File: config.mk
export PLATFORM = sky130hd
export DESIGN_NAME = mult_share_arb
export DESIGN_NICKNAME = d
export VERILOG_FILES = /design/src/rtl/mult_share_arb_pkg.sv /design/src/rtl/mult4x4.sv /design/src/rtl/mult_share_arb.sv
export SDC_FILE = /design/constraint.sdc
export NUM_CORES = 1
export LEC_CHECK = 0
export CORE_AREA = 2 2 77 79
export DETAILED_ROUTE_END_ITERATION = 8
export DIE_AREA = 0 0 79 81
export SYNTH_ARGS = -nofsm -noshare
export SYNTH_HDL_FRONTEND = slang
export SYNTH_HIERARCHICAL = 1
export SYNTH_SLANG_ARGS = --single-unit
File: constraint.sdc
create_clock -name clk -period 5.25 [get_ports clk]
set_input_delay 1.05 -clock clk [delete_from_list [all_inputs] [get_ports clk]]
set_output_delay 1.05 -clock clk [all_outputs]
set_load 0.01 [all_outputs]
File: src/rtl/mult_share_arb_pkg.sv
// Purpose: constants and types for the shared-multiplier arbiter and the blocks that reuse its encodings.
// Latency: n/a (declarations only).
// Backpressure: n/a.
package mult_share_arb_pkg;

  localparam int NUM_REQ = 4;  // requesters sharing one multiplier
  localparam int OP_W    = 4;  // operand width per requester
  localparam int PROD_W  = 8;  // full unsigned product width
  localparam int IDX_W   = 2;  // requester index width

  // Shared FSM encoding, also used by the tone-generator mixer.
  typedef enum logic {
    IDLE = 1'b0,
    CALC = 1'b1
  } state_t;

endpackage

File: src/rtl/mult4x4.sv
// Purpose: combinational 4x4 unsigned multiplier producing the full 8-bit product.
// Latency: 0 cycles (pure combinational).
// Backpressure: none; output follows inputs.
// Ports: a_i, b_i - 4-bit unsigned operands; p_o - 8-bit product.
module mult4x4
  import mult_share_arb_pkg::*;
(
  input  logic [OP_W-1:0]   a_i,
  input  logic [OP_W-1:0]   b_i,
  output logic [PROD_W-1:0] p_o
);

  // Zero-extend both operands so the product is never truncated.
  assign p_o = {4'b0000, a_i} * {4'b0000, b_i};

endmodule

File: src/rtl/mult_share_arb.sv
// Purpose: time-shares one 4x4 multiplier among four requesters using round-robin arbitration.
// Latency: 2 cycles from the grant edge to y_valid; at most one product every 2 cycles.
// Backpressure: requesters hold req until their ack pulse; en=0 blocks new grants, in-flight work completes.
// Ports:
//   clk, rst_n      - clock, asynchronous active-low reset
//   en              - allow new grants
//   req[3:0]        - level-sensitive per-requester request
//   a_in/b_in[15:0] - requester i operands on bits [4i+3:4i]
//   ack[3:0]        - one-hot, one-cycle completion pulse
//   y, y_id         - registered product and owning requester; held between results
//   y_valid         - one-cycle pulse marking a fresh y/y_id
module mult_share_arb
  import mult_share_arb_pkg::*;
#(
  parameter int NUM_REQ_P = NUM_REQ
) (
  input  logic                      clk,
  input  logic                      rst_n,
  input  logic                      en,
  input  logic [NUM_REQ_P-1:0]      req,
  input  logic [OP_W*NUM_REQ_P-1:0] a_in,
  input  logic [OP_W*NUM_REQ_P-1:0] b_in,
  output logic [NUM_REQ_P-1:0]      ack,
  output logic [PROD_W-1:0]         y,
  output logic [IDX_W-1:0]          y_id,
  output logic                      y_valid
);

  state_t                 state_q;
  logic [IDX_W-1:0]       ptr_q;
  logic [IDX_W-1:0]       win_q;
  logic [OP_W-1:0]        op_a_q;
  logic [OP_W-1:0]        op_b_q;
  logic [PROD_W-1:0]      y_q;
  logic [IDX_W-1:0]       y_id_q;
  logic                   y_valid_q;
  logic [NUM_REQ_P-1:0]   ack_q;

  logic [NUM_REQ_P-1:0]   elig;
  logic                   grant_vld_d;
  logic [IDX_W-1:0]       grant_idx_d;
  logic [PROD_W-1:0]      prod;

  // A requester still holding req during its own ack cycle must not be re-granted.
  assign elig = req & ~ack_q;

  // Round-robin search starting at ptr_q. Iterating from the farthest offset
  // down lets the nearest eligible index overwrite earlier candidates.
  always_comb begin
    logic [IDX_W-1:0] idx;
    grant_vld_d = 1'b0;
    grant_idx_d = ptr_q;
    idx         = ptr_q;
    for (int k = NUM_REQ_P - 1; k >= 0; k--) begin
      idx = ptr_q + IDX_W'(k);
      if (elig[idx]) begin
        grant_vld_d = 1'b1;
        grant_idx_d = idx;
      end
    end
  end

  mult4x4 u_mult (
    .a_i (op_a_q),
    .b_i (op_b_q),
    .p_o (prod)
  );

  always_ff @(posedge clk or negedge rst_n) begin
    if (!rst_n) begin
      state_q   <= IDLE;
      ptr_q     <= '0;
      win_q     <= '0;
      op_a_q    <= '0;
      op_b_q    <= '0;
      y_q       <= '0;
      y_id_q    <= '0;
      y_valid_q <= 1'b0;
      ack_q     <= '0;
    end else begin
      // Completion strobes are single-cycle pulses.
      y_valid_q <= 1'b0;
      ack_q     <= '0;
      case (state_q)
        IDLE: begin
          if (en && grant_vld_d) begin
            // Operands are captured only here; later input changes cannot
            // disturb the product being computed.
            op_a_q  <= a_in[{grant_idx_d, 2'b00} +: OP_W];
            op_b_q  <= b_in[{grant_idx_d, 2'b00} +: OP_W];
            win_q   <= grant_idx_d;
            state_q <= CALC;
          end
        end
        CALC: begin
          // Completes regardless of req or en so an accepted operation is never lost.
          y_q       <= prod;
          y_id_q    <= win_q;
          y_valid_q <= 1'b1;
          ack_q     <= NUM_REQ_P'(1) << win_q;
          ptr_q     <= win_q + IDX_W'(1);
          state_q   <= IDLE;
        end
        default: state_q <= IDLE;
      endcase
    end
  end

  assign ack     = ack_q;
  assign y       = y_q;
  assign y_id    = y_id_q;
  assign y_valid = y_valid_q;

endmodule

==> results of run 1 <==
[power by group]
| part | total, mW | internal (mW) | switching [mW] |
|---|---|---|---|
| sequential | 0.397 | 0.310 | 0.0874 |
| combinational | 1.06 | 0.553 | 0.511 |
| clock | 0.172 | 0.102 | 0.0698 |
| total | 1.63 | 0.964 | 0.668 |
[area by class of cell]
class                      instances  area share [%]
inverter                           7            1.02
sequential                        28            27.3
multi-input combinational        142            44.2
timing repair buffer              54            21.0
clock inverter                     1            1.17
tap                               75            3.66
clock buffer                       3            1.61
[sequential cells by signal, summed over array words and instances (netlist names)]
register  cells
y             8
ack           4
op_a_q        4
op_b_q        4
ptr_q         2
win_q         2
y_id          2
state_q       1
y_valid       1
[per-stage QoR]
stage          power [mW]  utilization, %
2_1_floorplan        1.19               -
3_3_place_gp         1.45            43.9
3_5_place_dp         1.47            43.9
4_1_cts              1.66            45.2
5_1_grt              1.83            45.2
6_report             1.63            45.2
[synthesized netlist by cell type]
cell	instances
buf_4	1
ha_1	16
o21ai_0	2
a21oi_1	3
or4b_1	1
or2_1	1
nor2_4	1
nor3_1	2
clkbuf_1	2
dfrtp_1	28
mux2_2	11
and2_1	17
xor2_1	1
o22a_1	1
nand2b_4	1
buf_6	2
o2111ai_1	1
xnor2_1	2
o2bb2ai_4	1
a311oi_1	8
nor3b_1	3
a31oi_1	1
o21ai_1	2
a311oi_2	1
a21o_1	2
nor3b_2	1
inv_1	7
nor2_1	14
nand2b_2	1
nand2_1	21
a21o_2	1
a211oi_1	10
o22ai_1	1
fa_1	4
buf_2	1
o21a_1	9
nor2b_4	2
[critical path, cell delays in order]
cell and delay [ps]:
clkdlybuf4s50_1 460, nor2b_4 190, nor2_1 110, a311oi_2 650, o21ai_1 410, a211oi_1 340, a311oi_1 80
[how the worst max path moves through the flow]
stage,from,endpoint,slack (ps)
2_1_floorplan,op_a_q[0]$_DFFE_PN0P_,y[6]$_DFFE_PN0P_,2450
3_3_place_gp,req[3],op_b_q[1]$_DFFE_PN0P_,1870
3_5_place_dp,req[3],op_b_q[2]$_DFFE_PN0P_,1780
4_1_cts,req[3],op_b_q[2]$_DFFE_PN0P_,2050
5_1_grt,req[3],op_a_q[0]$_DFFE_PN0P_,1730
6_report,req[3],op_b_q[2]$_DFFE_PN0P_,2090
[metal layers]
| layer | wire [microns] | up-vias |
|---|---|---|
| met2 | 1630 | 47 |
| met5 | 0 | - |
| li1 | - | 757 |
| met4 | 51 | 0 |
| met3 | 152 | 4 |
| met1 | 2020 | 671 |
[cell families after synthesis]
family	count (synthesis)
multiplexers	11
adder cells (fa/ha/maj)	20
AND/OR/NAND/NOR	65
XOR/XNOR	3
flip-flops	28
AO/OA/AOI/OAI	43
buffers and inverters	13
==> run metrics, run 1 <==
Max clock buf depth=2; largest net degree at the start of global routing=29; root buffer cell=clkbuf_8; gr busiest metal=met2; Synth Cell Area=1900 sq um; critical path type=in2reg; initial antenna violation count=0; sequential area share after synthesis=36.8%; commonest non-fill, non-tap cell in the layout=clkdlybuf4s50_1; CTS tree=built; clock latency at the later pin of the worst-skew pair=280 ps; RR Endpoint=y[6]$_DFFE_PN0P_; Final #Nets=295; DRC viols=0; R2R depth=9; outcome=finished clean; grt ovf=0; DR WL/cell=12.4 microns; Worst R2R Start=op_b_q[3]$_DFFE_PN0P_; crit path max fanout=14; post-synthesis average cell area=10.4 sq um; Avg Vias per Cell=4.77; WHS Endpoint=y[4]$_DFFE_PN0P_; placed cell area=2490 sq um; Tcrit/Tclk final=60.3%; worst slack at placement=1780 ps; Design Area, Final=2560 sq um; simple-gate area share of the yosys netlist=18.9%; initial core utilization=33.6%; hold path start=y[4]$_DFFE_PN0P_; Synth Area in Compound Gates=18.1%; global-route wire length before repair=6870 microns; Worst Tran Pin Value=772 ps; Synth Instances=183; fmax=0.316 GHz; CP Capture Type=register; post-synthesis net count=242; FF+latch area=701 sq um; Final Instance Count excl. Fillers=310; total track usage=13.2%; post-CTS setup buffer count=0; GP Congestion=0.765; Hold Path Stages=1; vias in the first global route=1489; IO Port Bufs=53; routed via count=1479; FILL cells=553; hold_buf cts=0; Setup TNS Final=0 ps; Final ANT Viol Nets=0; Worst Path Arrival=3290 ps; CP Launch Type=input port; unrepaired setup endpoints after global routing=no; Die W=79 microns; Clk pin slew, worst setup/hold paths=90 ps; Synth cell types=37; Setup WS post-layout=2090 ps; Final min period=3160 ps; commonest non-fill, non-tap cells in the layout=clkdlybuf4s50_1 (53), dfrtp_1 (28), nand2_1 (21), and2_1 (17), ha_1 (16); final hold viol count=0; drt first pass iters=4; Core Region=5680 sq um; largest family of logic cells by synthesized area=simple AND/OR/NAND/NOR gates; routing usage on met1=19.7%; max_cap viols=0; fraction of synthesized area in multiplexers=6.50%; DIE HEIGHT=81 microns; final setup fails=0; Hold Slack=513 ps; Multi-input gate area=1130 sq um; Static Leak=1.09 nW; Rows=28; H-tree Lvls=1; global-route met2 utilization=20.4%; Ports=54; clk sink count=28; Yosys Warn Count=6; Final Slew Violations=0; Synth Register Bits=28; Worst VDD drop=0.278 mV; Die ar.=6400 sq um; CTS buffer count=3; Area Overhead vs Synth=34.7%; Req. time, crit path=5380 ps; Reg2Reg Setup Slack=2290 ps; xor/xnor cell area share of the yosys netlist=1.38%; Area contributors post-synth=dfrtp_1 (37%), ha_1 (11%), mux2_2 (6.5%), and2_1 (5.6%), fa_1 (4.2%); Synth area leader=dfrtp_1; share of post-route cells with drive strength above 1=10.6%; worst clock skew=6.35 ps; hpwl dp=3120 microns; Worst slew margin=48.6%; placed cell count=306; total wire length=3860 microns; DR iter-0 viols=51; Pwr Density=636 nW/um^2; Inserted Diodes=0; routing usage on met3=0.778%; Post-Synth Adder-Cell Area=14.7%; post_cts resized=0; HP Class=reg2reg; Synth top area share=36.8%
Power figures use the tool's default switching activity.
==> inputs of run 2 (changes only) <==
==> constraint.sdc (replaced) <==
create_clock -name clk -period 2.56 [get_ports clk]
set_input_delay 0.512 -clock clk [delete_from_list [all_inputs] [get_ports clk]]
set_output_delay 0.512 -clock clk [all_outputs]
set_load 0.01 [all_outputs]
==> run metrics, run 2 (synthesis results as in run 1) <==
final setup fails=2 (was 0); initial antenna violation count=0 (unchanged); Final min period=2670 ps; commonest non-fill, non-tap cell in the layout=clkdlybuf4s50_1 (unchanged); failing checks=setup timing; Pwr Density=1470 nW/um^2 (was 636 nW/um^2); CP Capture Type=register (unchanged); Ports=54 (unchanged); largest net degree at the start of global routing=29 (unchanged); final hold viol count=0 (unchanged); GP Congestion=0.762 (was 0.765); R2R depth=9 (unchanged); total wire length=4030 microns (was 3860 microns); max FFs per register=8 (unchanged); Static Leak=1.17 nW (was 1.09 nW); H-tree Lvls=1 (unchanged); Worst path max stage delay=570 ps (was 650 ps); clk sink count=28 (unchanged); critical path type=reg2reg (was in2reg); worst slack at placement=-230 ps (was 1780 ps); worst clock skew=2.70 ps (was 6.35 ps); Final Slew Violations=0 (unchanged); Rows=28 (unchanged); hold path start=y[3]$_DFFE_PN0P_ (was y[4]$_DFFE_PN0P_); DR WL/cell=12.3 microns (was 12.4 microns); DIE HEIGHT=81 microns (unchanged); Multi-input gate area=1190 sq um (was 1130 sq um); commonest non-fill, non-tap cells in the layout=clkdlybuf4s50_1 (53), dfrtp_1 (28), nand2_1 (20), and2_1 (17), buf_4 (17) (was clkdlybuf4s50_1 (53), dfrtp_1 (28), nand2_1 (21), and2_1 (17), ha_1 (16)); Avg Vias per Cell=4.69 (was 4.77); Final Instance Count excl. Fillers=327 (was 310); routing usage on met3=2.11% (was 0.778%); FILL cells=546 (was 553); routed via count=1535 (was 1479); FF+latch area=701 sq um (unchanged); clock latency at the later pin of the worst-skew pair=270 ps (was 280 ps); Die ar.=6400 sq um (unchanged); Final ANT Viol Nets=0 (unchanged); Worst slew margin=63.4% (was 48.6%); Worst VDD drop=0.739 mV (was 0.278 mV); slowest CP cell=fa_2 (was a311oi_2); placed cell count=323 (was 306); outcome=finished with violations (was finished clean); CTS tree=built (unchanged); Worst Path Arrival=2830 ps (was 3290 ps); CP Launch Type=register (was input port); hold_buf cts=0 (unchanged); HP Class=reg2reg (unchanged); share of post-route cells with drive strength above 1=19.8% (was 10.6%); critical-path cell list=nand2_2, fa_1, inv_1, fa_2, ha_4, a211oi_4, or4b_1, o2111ai_1, mux2_4 (was clkdlybuf4s50_1, nor2b_4, nor2_1, a311oi_2, o21ai_1, a211oi_1, a311oi_1); DR iter-0 viols=29 (was 51); Die W=79 microns (unchanged); grt ovf=0 (unchanged); Req. time, crit path=2720 ps (was 5380 ps); IO Port Bufs=53 (unchanged); Hold Path Stages=1 (unchanged); drt first pass iters=4 (unchanged); global-route wire length before repair=7200 microns (was 6870 microns); Core Region=5680 sq um (unchanged); RR Endpoint=y[7]$_DFFE_PN0P_ (was y[6]$_DFFE_PN0P_); routing usage on met1=18.7% (was 19.7%); hpwl dp=3340 microns (was 3120 microns); Max clock buf depth=2 (unchanged); initial core utilization=33.6% (unchanged); Reg2Reg Setup Slack=-110 ps (was 2290 ps); total track usage=13.8% (was 13.2%); Tcrit/Tclk final=104%; max_cap viols=0 (unchanged); crit path max fanout=3 (was 14); Inserted Diodes=0 (unchanged); unrepaired setup endpoints after global routing=yes (was no); Worst R2R Start=op_a_q[0]$_DFFE_PN0P_ (was op_b_q[3]$_DFFE_PN0P_); fmax=0.374 GHz; Final #Nets=312 (was 295); gr busiest metal=met2 (unchanged); post-CTS setup buffer count=0 (unchanged); Clk pin slew, worst setup/hold paths=90 ps (about the same); root buffer cell=clkbuf_8 (unchanged); WHS Endpoint=y[3]$_DFFE_PN0P_ (was y[4]$_DFFE_PN0P_); vias in the first global route=1594 (was 1489); Area Overhead vs Synth=44.3% (was 34.7%); global-route met2 utilization=23.1% (was 20.4%); CTS buffer count=3 (unchanged); DRC viols=0 (unchanged); Setup WS post-layout=-111 ps (was 2090 ps); Worst Tran Pin Value=545 ps (was 772 ps)
run 2: metal layers:
layer  up-vias  share of wire (%)  wire, microns
met5         -                  0              0
met4         0               0.79             32
met3         2                5.2            211
met2        42                 47           1890
met1       707                 47           1900
li1        784                  -              -
run 2: layout make-up:
type / instances / share of cell area (%)
Multi-Input combinational cell: 142 / 43.5
Sequential cell: 28 / 25.5
Timing Repair Buffer: 71 / 24.7
Tap cell: 75 / 3.41
Clock buffer: 4 / 2.00
Inverter: 7 / 0.956
run 2: how the worst max path moves through the flow:
stage                           from          endpoint  cells past startpoint
6_report       op_a_q[0]$_DFFE_PN0P_  y[7]$_DFFE_PN0P_                      9
5_1_grt        op_a_q[0]$_DFFE_PN0P_  y[7]$_DFFE_PN0P_                      9
4_1_cts        op_a_q[0]$_DFFE_PN0P_  y[6]$_DFFE_PN0P_                      9
3_5_place_dp   op_a_q[0]$_DFFE_PN0P_  y[7]$_DFFE_PN0P_                      9
3_3_place_gp   op_a_q[0]$_DFFE_PN0P_  y[7]$_DFFE_PN0P_                      9
2_1_floorplan  op_b_q[3]$_DFFE_PN0P_  y[7]$_DFFE_PN0P_                      9
run 2: where the power goes:
group	internal, mW	switching, mW	leakage [nW]
registers	0.635	0.153	0.334
clock network	0.137	0.129	0.0288
logic	1.67	1.31	0.812
total	2.44	1.59	1.17
run 2: what timing repair did:
item,in CTS,in global routing
gates cloned,0,0
setup endpoints to repair,4,4
resized for setup,4,4
pin swaps,0,1
run 2: stage by stage:
step | total power [mW] | setup TNS (ps) | hold WS [ps] | utilization [%] | instance area [sq um]
after floorplan | 2.47 | -86.7 | 216 | - | 1910
after global placement | 3.33 | -155 | 489 | 46.6 | 2640
after detailed placement | 3.43 | -479 | 494 | 46.6 | 2640
after CTS | 3.87 | -324 | 519 | 48.0 | 2720
after global routing | 4.47 | -594 | 526 | 48.4 | 2750
final | 4.03 | -206 | 512 | 48.4 | 2750
run 2: worst max-delay path: cells and delay by family (launching register included):
kind,cells,cell delay (ps)
adders and majority gates,3,1320
DFF,1,390
AOI/OAI and AO/OA,2,320
muxes,1,270
and+or+nand+nor,2,210
buffers and inverters,1,50
